==> config.mk <==
export PLATFORM = sky130hd
export DESIGN_NAME = sh_reg_ctrl
export DESIGN_NICKNAME = d
export VERILOG_FILES = /design/src/rtl/sh_reg_ctrl.sv
export SDC_FILE = /design/constraint.sdc
export NUM_CORES = 1
export LEC_CHECK = 0
export ABC_AREA = 0
export CORE_ASPECT_RATIO = 0.5
export CORE_UTILIZATION = 40
export DETAILED_ROUTE_END_ITERATION = 7
export PLACE_DENSITY = 0.66
export SYNTH_ARGS = -nofsm -noshare
export SYNTH_HDL_FRONTEND = slang
export SYNTH_SLANG_ARGS = --single-unit
==> constraint.sdc <==
create_clock -name clk -period 5.6 [get_ports clk]
set_input_delay 1.12 -clock clk [delete_from_list [all_inputs] [get_ports clk]]
set_output_delay 1.12 -clock clk [all_outputs]
set_load 0.01 [all_outputs]
==> src/rtl/sh_reg_ctrl.sv <==
// Command-driven sequencer that streams a parallel word bit-serially into an
// external shift register via shl/shr/d, then samples the register's Q as a response.
module sh_reg_ctrl #(
    parameter int WIDTH = 8,
    parameter int LENW  = 4
) (
    input  logic             clk,
    input  logic             reset,
    input  logic             cmd_valid,
    output logic             cmd_ready,
    input  logic             cmd_dir,
    input  logic [LENW-1:0]  cmd_len,
    input  logic [WIDTH-1:0] cmd_data,
    input  logic             abort,
    output logic             shl,
    output logic             shr,
    output logic             d,
    input  logic [WIDTH-1:0] sr_q,
    output logic             rsp_valid,
    output logic [WIDTH-1:0] rsp_q,
    output logic             busy
);

    typedef enum logic [1:0] {
        IDLE    = 2'd0,
        SHIFT   = 2'd1,
        CAPTURE = 2'd2
    } state_t;

    localparam logic [LENW-1:0] WIDTH_L = LENW'(WIDTH);

    state_t           state, state_nx;
    logic [LENW-1:0]  cnt, cnt_nx;
    logic             dir, dir_nx;
    logic [WIDTH-1:0] sdata, sdata_nx;
    logic             shl_nx, shr_nx, d_nx, rsp_valid_nx;
    logic [WIDTH-1:0] rsp_q_nx;
    logic             ready_nx;
    logic [LENW-1:0]  len_clamped;
    logic [WIDTH-1:0] aligned;

    // Out-of-range lengths collapse to a full-width load. For left shifts the
    // slice is pre-aligned so its top bit sits at the MSB and streams out first.
    assign len_clamped = ((cmd_len == '0) || (cmd_len > WIDTH_L)) ? WIDTH_L : cmd_len;
    assign aligned     = cmd_data << (WIDTH_L - len_clamped);

    always_comb begin
        // NOTE: every signal gets a default before the case so no path leaves
        // one unassigned, which would otherwise infer a latch.
        state_nx     = state;
        cnt_nx       = cnt;
        dir_nx       = dir;
        sdata_nx     = sdata;
        shl_nx       = 1'b0;
        shr_nx       = 1'b0;
        d_nx         = 1'b0;
        rsp_valid_nx = 1'b0;
        rsp_q_nx     = rsp_q;

        case (state)
            IDLE: begin
                if (cmd_valid && !abort) begin
                    state_nx = SHIFT;
                    cnt_nx   = len_clamped;
                    dir_nx   = cmd_dir;
                    shl_nx   = !cmd_dir;
                    shr_nx   = cmd_dir;
                    if (cmd_dir) begin
                        d_nx     = cmd_data[0];
                        sdata_nx = cmd_data >> 1;
                    end else begin
                        d_nx     = aligned[WIDTH-1];
                        sdata_nx = aligned << 1;
                    end
                end
            end
            SHIFT: begin
                if (abort) begin
                    state_nx = IDLE;
                end else if (cnt == LENW'(1)) begin
                    state_nx = CAPTURE;
                end else begin
                    cnt_nx   = cnt - LENW'(1);
                    shl_nx   = !dir;
                    shr_nx   = dir;
                    d_nx     = dir ? sdata[0] : sdata[WIDTH-1];
                    sdata_nx = dir ? (sdata >> 1) : (sdata << 1);
                end
            end
            CAPTURE: begin
                state_nx = IDLE;
                if (!abort) begin
                    rsp_valid_nx = 1'b1;
                    rsp_q_nx     = sr_q;
                end
            end
            default: state_nx = IDLE;
        endcase
    end

    assign ready_nx = (state_nx == IDLE);

    // NOTE: all state and outputs update with non-blocking assignments so every
    // register samples the pre-edge values computed above.
    always_ff @(posedge clk) begin
        if (reset) begin
            state     <= IDLE;
            cnt       <= '0;
            dir       <= 1'b0;
            sdata     <= '0;
            shl       <= 1'b0;
            shr       <= 1'b0;
            d         <= 1'b0;
            rsp_valid <= 1'b0;
            rsp_q     <= '0;
            cmd_ready <= 1'b1;
            busy      <= 1'b0;
        end else begin
            state     <= state_nx;
            cnt       <= cnt_nx;
            dir       <= dir_nx;
            sdata     <= sdata_nx;
            shl       <= shl_nx;
            shr       <= shr_nx;
            d         <= d_nx;
            rsp_valid <= rsp_valid_nx;
            rsp_q     <= rsp_q_nx;
            cmd_ready <= ready_nx;
            busy      <= !ready_nx;
        end
    end

    // Driving both shift controls at once would corrupt the register.
    always_ff @(posedge clk) begin
        assert (!(shl && shr)) else $error("shl and shr both high");
    end

endmodule

* After elaboration in Yosys (flattened, before gate mapping)
Index checks and enable logic that the tools add are counted.
** Storage, ports and cells
- Register bits after elaboration :: 29
- Latch bits :: 0
- RAM bits :: 0
- ROM bits :: 0
- Input port bits :: 25
- Output and inout port bits :: 14
- Logic and storage cells :: 67
- Memories :: 0
** Operators by class
- $add $sub $neg :: 2
- $mul :: 0
- Divide/modulo/power cells :: 0
- $lt $le $gt $ge :: 1
- Equal/unequal tests :: 6
- Shift operators :: 1
- Muxes and demuxes :: 30
- Bitwise gates (word level) :: 2
- Reduce and logical (&&, ||, !) cells :: 14
** Operator list (count)
- 8-bit two-way mux :: 5
- 4-bit two-way mux :: 4
- 8-bit case mux with 2 select lines :: 1
- 1-bit two-way mux :: 12
- 4-bit case mux with 2 select lines :: 1
- 8-bit by 4-bit << shifter with 8-bit output :: 1
- 2-bit two-way mux :: 3
- 2-bit inequality test, second input constant :: 3
- 1-bit case mux with 2 select lines :: 3
- 4-bit by 1-bit == test with 1-bit output, second input constant :: 1
- 4-bit greater-than comparator, second input constant :: 1
- 1-bit logical NOT :: 4
- 2-bit logical NOT :: 2
- 4-bit logical NOT :: 1
- 2-bit case mux with 2 select lines :: 1
- 2-bit AND reduction :: 2
- 4-bit AND reduction :: 1
- 4-bit by 1-bit subtractor with 4-bit output, second input constant :: 1
- 4-bit subtractor, first input constant :: 1
- 2-bit by 1-bit == test with 1-bit output, second input constant :: 1
- 2-bit == test, second input constant :: 1
- 1-bit NOT :: 2
- 2-bit nonzero test :: 1
- 2-bit OR reduction :: 1
- other kinds (2) :: 2

* Depth between registers and ports, before layout
- Depth in word-level cells :: 8
- Depth in mapped cells :: 9
- Mapped depth without buffers :: 8

* Least setup slack after synthesis
No wires, ideal clock.
- Path type :: input -> register
- From :: input cmd_len[0]
- To :: register d
- Setup time :: 0.075 ns
- Data arrival time :: 2.792 ns
- Required time :: 5.525 ns
- Setup slack :: 2.733 ns
- Stages on the path :: 7
- Path buffers :: 2
- Cells stage by stage :: nor2b_1 > buf_2 > inv_1 > ha_1 > clkbuf_1 > mux4_2 > o22ai_1
** On the way
- Cells in the longest elaborated chain, start to end :: 8
- Elaborated cells on any way between the ends :: 9
- Classes of those cells :: add/sub: 1; order compare: 1; shift: 1; mux: 4; reduce/logical: 2
** Ends and longest elaborated chain
- start, declared :: line 12 : input logic [LENW-1:0] cmd_len,
- 4-bit greater-than comparator or 4-bit logical NOT (tied branches) :: line 44 : assign len_clamped = ((cmd_len == '0) || (cmd_len > WIDTH_L)) ? WIDTH_L : cmd_len;
- 1-bit logical OR :: line 44
- 4-bit two-way mux * :: line 44
- 4-bit subtractor * :: line 45 : assign aligned = cmd_data << (WIDTH_L - len_clamped);
- 8-bit by 4-bit << shifter with 8-bit output * :: line 45
- 1-bit two-way mux * :: line 68 : if (cmd_dir) begin
- 1-bit two-way mux * :: line 62 : if (cmd_valid && !abort) begin
- 1-bit case mux with 2 select lines * :: line 60 : case (state)
- end signal, assigned :: line 125 : d <= d_nx;
- end, declared :: line 17 : output logic d,
Mark *: on every way between the ends. The rest lies on a longest branch, timed or not.
A chain may end at the register's enable or synchronous reset.

* Worst setup path after layout
- From :: input cmd_len[3]
- To :: register sdata[3]
** On the way
- Cells in the longest elaborated chain, start to end :: 8
- Elaborated cells on any way between the ends :: 9
- Classes of those cells :: add/sub: 1; order compare: 1; shift: 1; mux: 4; reduce/logical: 2
** Ends and longest elaborated chain
- 4-bit greater-than comparator or 4-bit logical NOT (tied branches) :: line 44
- 1-bit logical OR :: line 44
- 4-bit two-way mux * :: line 44
- 4-bit subtractor * :: line 45
- 8-bit by 4-bit << shifter with 8-bit output * :: line 45
- 8-bit two-way mux * :: line 68
- 8-bit two-way mux * :: line 62
- 8-bit case mux with 2 select lines * :: line 60
- end signal, assigned :: line 122 : sdata <= sdata_nx;
- end, declared :: line 35 : logic [WIDTH-1:0] sdata, sdata_nx;
Mark *: on every way between the ends. The rest lies on a longest branch, timed or not. The select of a mux whose other input is x is not followed.

==> impl_summary.md <==
CTS
Clock tree synthesis selected as its root buffer the cell sky130_fd_sc_hd__clkbuf_8. The clock slew at the register clock pins of the worst setup and hold paths is 0.07 ns. The clock tree synthesis step divided the H-tree into 2 levels. In this run, CTS created clock tree buffers numbering 5.

Gates resized during post-CTS repair numbered 0. The clock tree buffer depth is 2. The tree built by TritonCTS fans out to 29 sinks. TritonCTS built the clock tree. In this run, post-CTS hold repair placed 0 buffers. The clock reaches the later pin of the worst-skew pair after 0.29 ns. Once the clock tree was built, the setup fixing pass inserted 0 buffers.

Min path
The tightest min-delay check is of the reg -> reg type. The instance count along the most critical hold path is 2.

Critical path
Along the worst path, the maximum fanout reaches 13. The type of origin of the critical path is an input pin. STA puts the critical path data required time at 5.74 ns. The setup check on the worst reg-to-reg path leaves a slack of 3.48 ns.

The kind of critical path is in -> reg. At the worst endpoint, the arrival time is 4.10 ns. The length in cells of the worst reg-to-reg path is 5. The category of the worst setup path capture point is a flop.

Detailed routing
The routed design has 4.063 mm of wire. The average wire per standard cell is 13.77 um. The number of DRC markers in iteration 0 is 86.

The number of vias per cell after detailed routing is 5.336. The routed layout has 1574 vias. The final routed DRC violation total is 0.

Once detail routing completed, the nets flagged for antenna violations numbered 0. For this run, the detailed router's first-pass iteration total came to 4.

Finish
The final standard cell area without fillers is 2182 um^2. Counting the fill cells in the layout gives 358. The fraction of layout cells with a size suffix above 1 is 0.09544. In the final design database the tool counted 268 nets. 0 antenna diodes ended up in the layout. From synthesis to final layout, the design area changed by 29.28%.

Synthesis
In the synthesized netlist the async set-or-reset flop fraction comes to 0. By area the synthesized netlist is led by sky130_fd_sc_hd__dfxtp_1 (34%), sky130_fd_sc_hd__a21oi_1 (7.7%), sky130_fd_sc_hd__mux2i_1 (7.7%). The mean instance size in the synthesized netlist is 8.154 um^2.

Synthesis produced 207 cells. The synthesized netlist net count is 235. The area fraction of the dominant cell type after synthesis is 0.3440. The Yosys step of the flow raised 0 warnings. The largest area contributor in the synthesized netlist is sky130_fd_sc_hd__dfxtp_1. The sequential area share after synthesis is 0.3440.

The synthesized flop and latch total is 29. In this run, distinct cell masters in the synthesized netlist total 45. In the synthesized netlist the dominant register cell turns out to be sky130_fd_sc_hd__dfxtp_1. The cell area that synthesis handed to floorplanning was 1688 um^2. The number of synthesized flops with an enable pin is 0.

Floorplanning
The floorplan step set the die height to 47.94 um. The floorplan row count is 16. For this configuration, the core starts out at a cell density of 0.4258. The number of placed I/O pins is 39. In this run the standard cell core region covers 3964 um^2. The die area is 4499 um^2.

From left edge to right edge, the die measures 93.87 um.

Timing
The final cycle utilization of the critical path is 0.7066. The accumulated negative setup slack is 0 ns. The number of setup violations in the final report is 0.

The final critical-path setup slack is 1.643 ns. The maximum clock rate is 252.7 MHz. For the pin with the worst max-slew slack, the measured transition is 0.9419 ns. Clock skew on the completed layout was measured at 0.006698 ns. The number of pins exceeding their max-slew limit in the final report is 0. For the finished layout, the period the worst path requires is 3.957 ns. Measured against its own limit, the worst slew margin works out to 0.3701. The number of hold violations in the final report is 0. Setup repair after global routing left no endpoint under its margin.

Global routing
The remaining global-route overflow is 0. The first global-routing pass estimated 6.279 mm of wire. The number of global-route vias before repair is 1282. The aggregate global-route resource usage is 0.1896. The initial antenna violation count is 0.

Entering global routing, the biggest net connects 24 pins.

Pwr
The power per cell area is 242.5 nW/um^2. The maximum resistive drop on vdd is 0.09584 mV. In this run the static leakage power is 0.7572 nW.

Run
The tool flagged a number of max-cap violations equal to 0.

Status
The run finished with clean final reports.

Place
In this run the tool buffered the top-level ports with 38 buffer cells. The cell area after placement is 2081 um^2. The post-detailed-placement half-perimeter wirelength is 2.975 mm.

The placer congestion estimate is 0.8272. The worst-case setup slack after placement is 1.355 ns.
-- placed cells by master, fill, tap and decap left out, types with 2 or more instances in the layout --
cell                              Yosys  layout
sky130_fd_sc_hd__clkbuf_8             0       7
sky130_fd_sc_hd__dfxtp_1             29      29
sky130_fd_sc_hd__a31oi_1              2       2
sky130_fd_sc_hd__nand3_1              5       5
sky130_fd_sc_hd__inv_1                9       9
sky130_fd_sc_hd__nand2_1             28      28
sky130_fd_sc_hd__mux4_2               2       2
sky130_fd_sc_hd__ha_1                 3       3
sky130_fd_sc_hd__a221oi_1             2       2
sky130_fd_sc_hd__o21ai_1              2       2
sky130_fd_sc_hd__a21oi_1             26      26
sky130_fd_sc_hd__mux2_2               3       3
sky130_fd_sc_hd__o32ai_1              2       2
sky130_fd_sc_hd__mux2i_1             13      13
sky130_fd_sc_hd__nor2b_1              4       4
sky130_fd_sc_hd__a32oi_1              2       2
sky130_fd_sc_hd__clkdlybuf4s50_1      0      38
sky130_fd_sc_hd__nor3b_1              2       2
sky130_fd_sc_hd__o31ai_1              2       2
sky130_fd_sc_hd__nand2b_1             3       3
sky130_fd_sc_hd__nor3_1               6       6
sky130_fd_sc_hd__nor2_1              20      20
sky130_fd_sc_hd__a211oi_2             2       2
sky130_fd_sc_hd__o21ai_0              8       8
-- sequential cells by signal, summed over array words and instances (netlist names), 2 cells and up --
signal  count
rsp_q       8
sdata       8
cnt         4
state       2
-- worst paths after layout --
kind / end / start
max: sdata[3] / cmd_len[3]
min: rsp_q[2] / rsp_q[2]
max reg2reg: sdata[5] / state[0]
min reg2reg: rsp_q[2] / rsp_q[2]
-- cell usage after synthesis (3+ instances only) --
cell                        n
sky130_fd_sc_hd__nor3_1     6
sky130_fd_sc_hd__mux2i_1   13
sky130_fd_sc_hd__o21ai_0    8
sky130_fd_sc_hd__nor2_1    20
sky130_fd_sc_hd__nand2b_1   3
sky130_fd_sc_hd__ha_1       3
sky130_fd_sc_hd__a21oi_1   26
sky130_fd_sc_hd__clkbuf_1   9
sky130_fd_sc_hd__inv_1      9
sky130_fd_sc_hd__nor2b_1    4
sky130_fd_sc_hd__mux2_2     3
sky130_fd_sc_hd__nand2_1   28
sky130_fd_sc_hd__nand3_1    5
sky130_fd_sc_hd__dfxtp_1   29
-- metrics by stage --
| step | hold slack, ns | total power, mW | cells | util |
|---|---|---|---|---|
| 2_1_floorplan | 0.4643 | 0.3027 | 207 | - |
| 3_3_place_gp | 0.4416 | 0.3396 | 287 | 0.5249 |
| 3_5_place_dp | 0.4465 | 0.3409 | 287 | 0.5249 |
| 4_1_cts | 0.4547 | 0.5314 | 295 | 0.5505 |
| 5_1_grt | 0.4821 | 0.5542 | 295 | 0.5505 |
| 6_report | 0.4521 | 0.5292 | 295 | 0.5505 |
-- final cells by class --
class,instances,area (um^2),area share
flip-flops and latches,29,580.6,0.2661
inverters,9,33.78,0.01548
clock buffers,7,96.34,0.04415
well taps,54,67.56,0.03096
repair buffers,38,380.4,0.1743
clock inverters,1,5.005,0.002294
multi-input cells,157,1018,0.4667
-- power by group --
part | leakage, nW | internal (mW) | total, mW | switching, mW
registers | 0.236 | 0.217 | 0.225 | 0.00824
logic | 0.467 | 0.0540 | 0.113 | 0.0589
clock network | 0.0542 | 0.111 | 0.192 | 0.0807
-- cell families after synthesis --
group	after synthesis	synth area share
flops	29	0.3440
compound gates	57	0.2261
buf+inv	21	0.05263
simple gates	78	0.2217
fa+ha+maj	3	0.02224
mux	18	0.1238
xor+xnor	1	0.009639
-- worst max-delay path: stages --
cell and delay, ns:
sky130_fd_sc_hd__clkdlybuf4s50_1 0.50, sky130_fd_sc_hd__nor2b_1 0.73, sky130_fd_sc_hd__inv_1 0.19, sky130_fd_sc_hd__ha_1 0.60, sky130_fd_sc_hd__mux2_2 0.39, sky130_fd_sc_hd__a21oi_1 0.21, sky130_fd_sc_hd__o31ai_1 0.10, sky130_fd_sc_hd__a32oi_1 0.21
sky130_fd_sc_hd__nor2_1 0.05
-- routing by layer --
metal	routed length, um	track usage	vias up
li1	-	-	807
met3	210	0.04286	4
met4	31	0.06462	0
met1	2155	0.2767	721
met5	0	0	-
met2	1666	0.2759	42
Power figures use the tool's default switching activity.
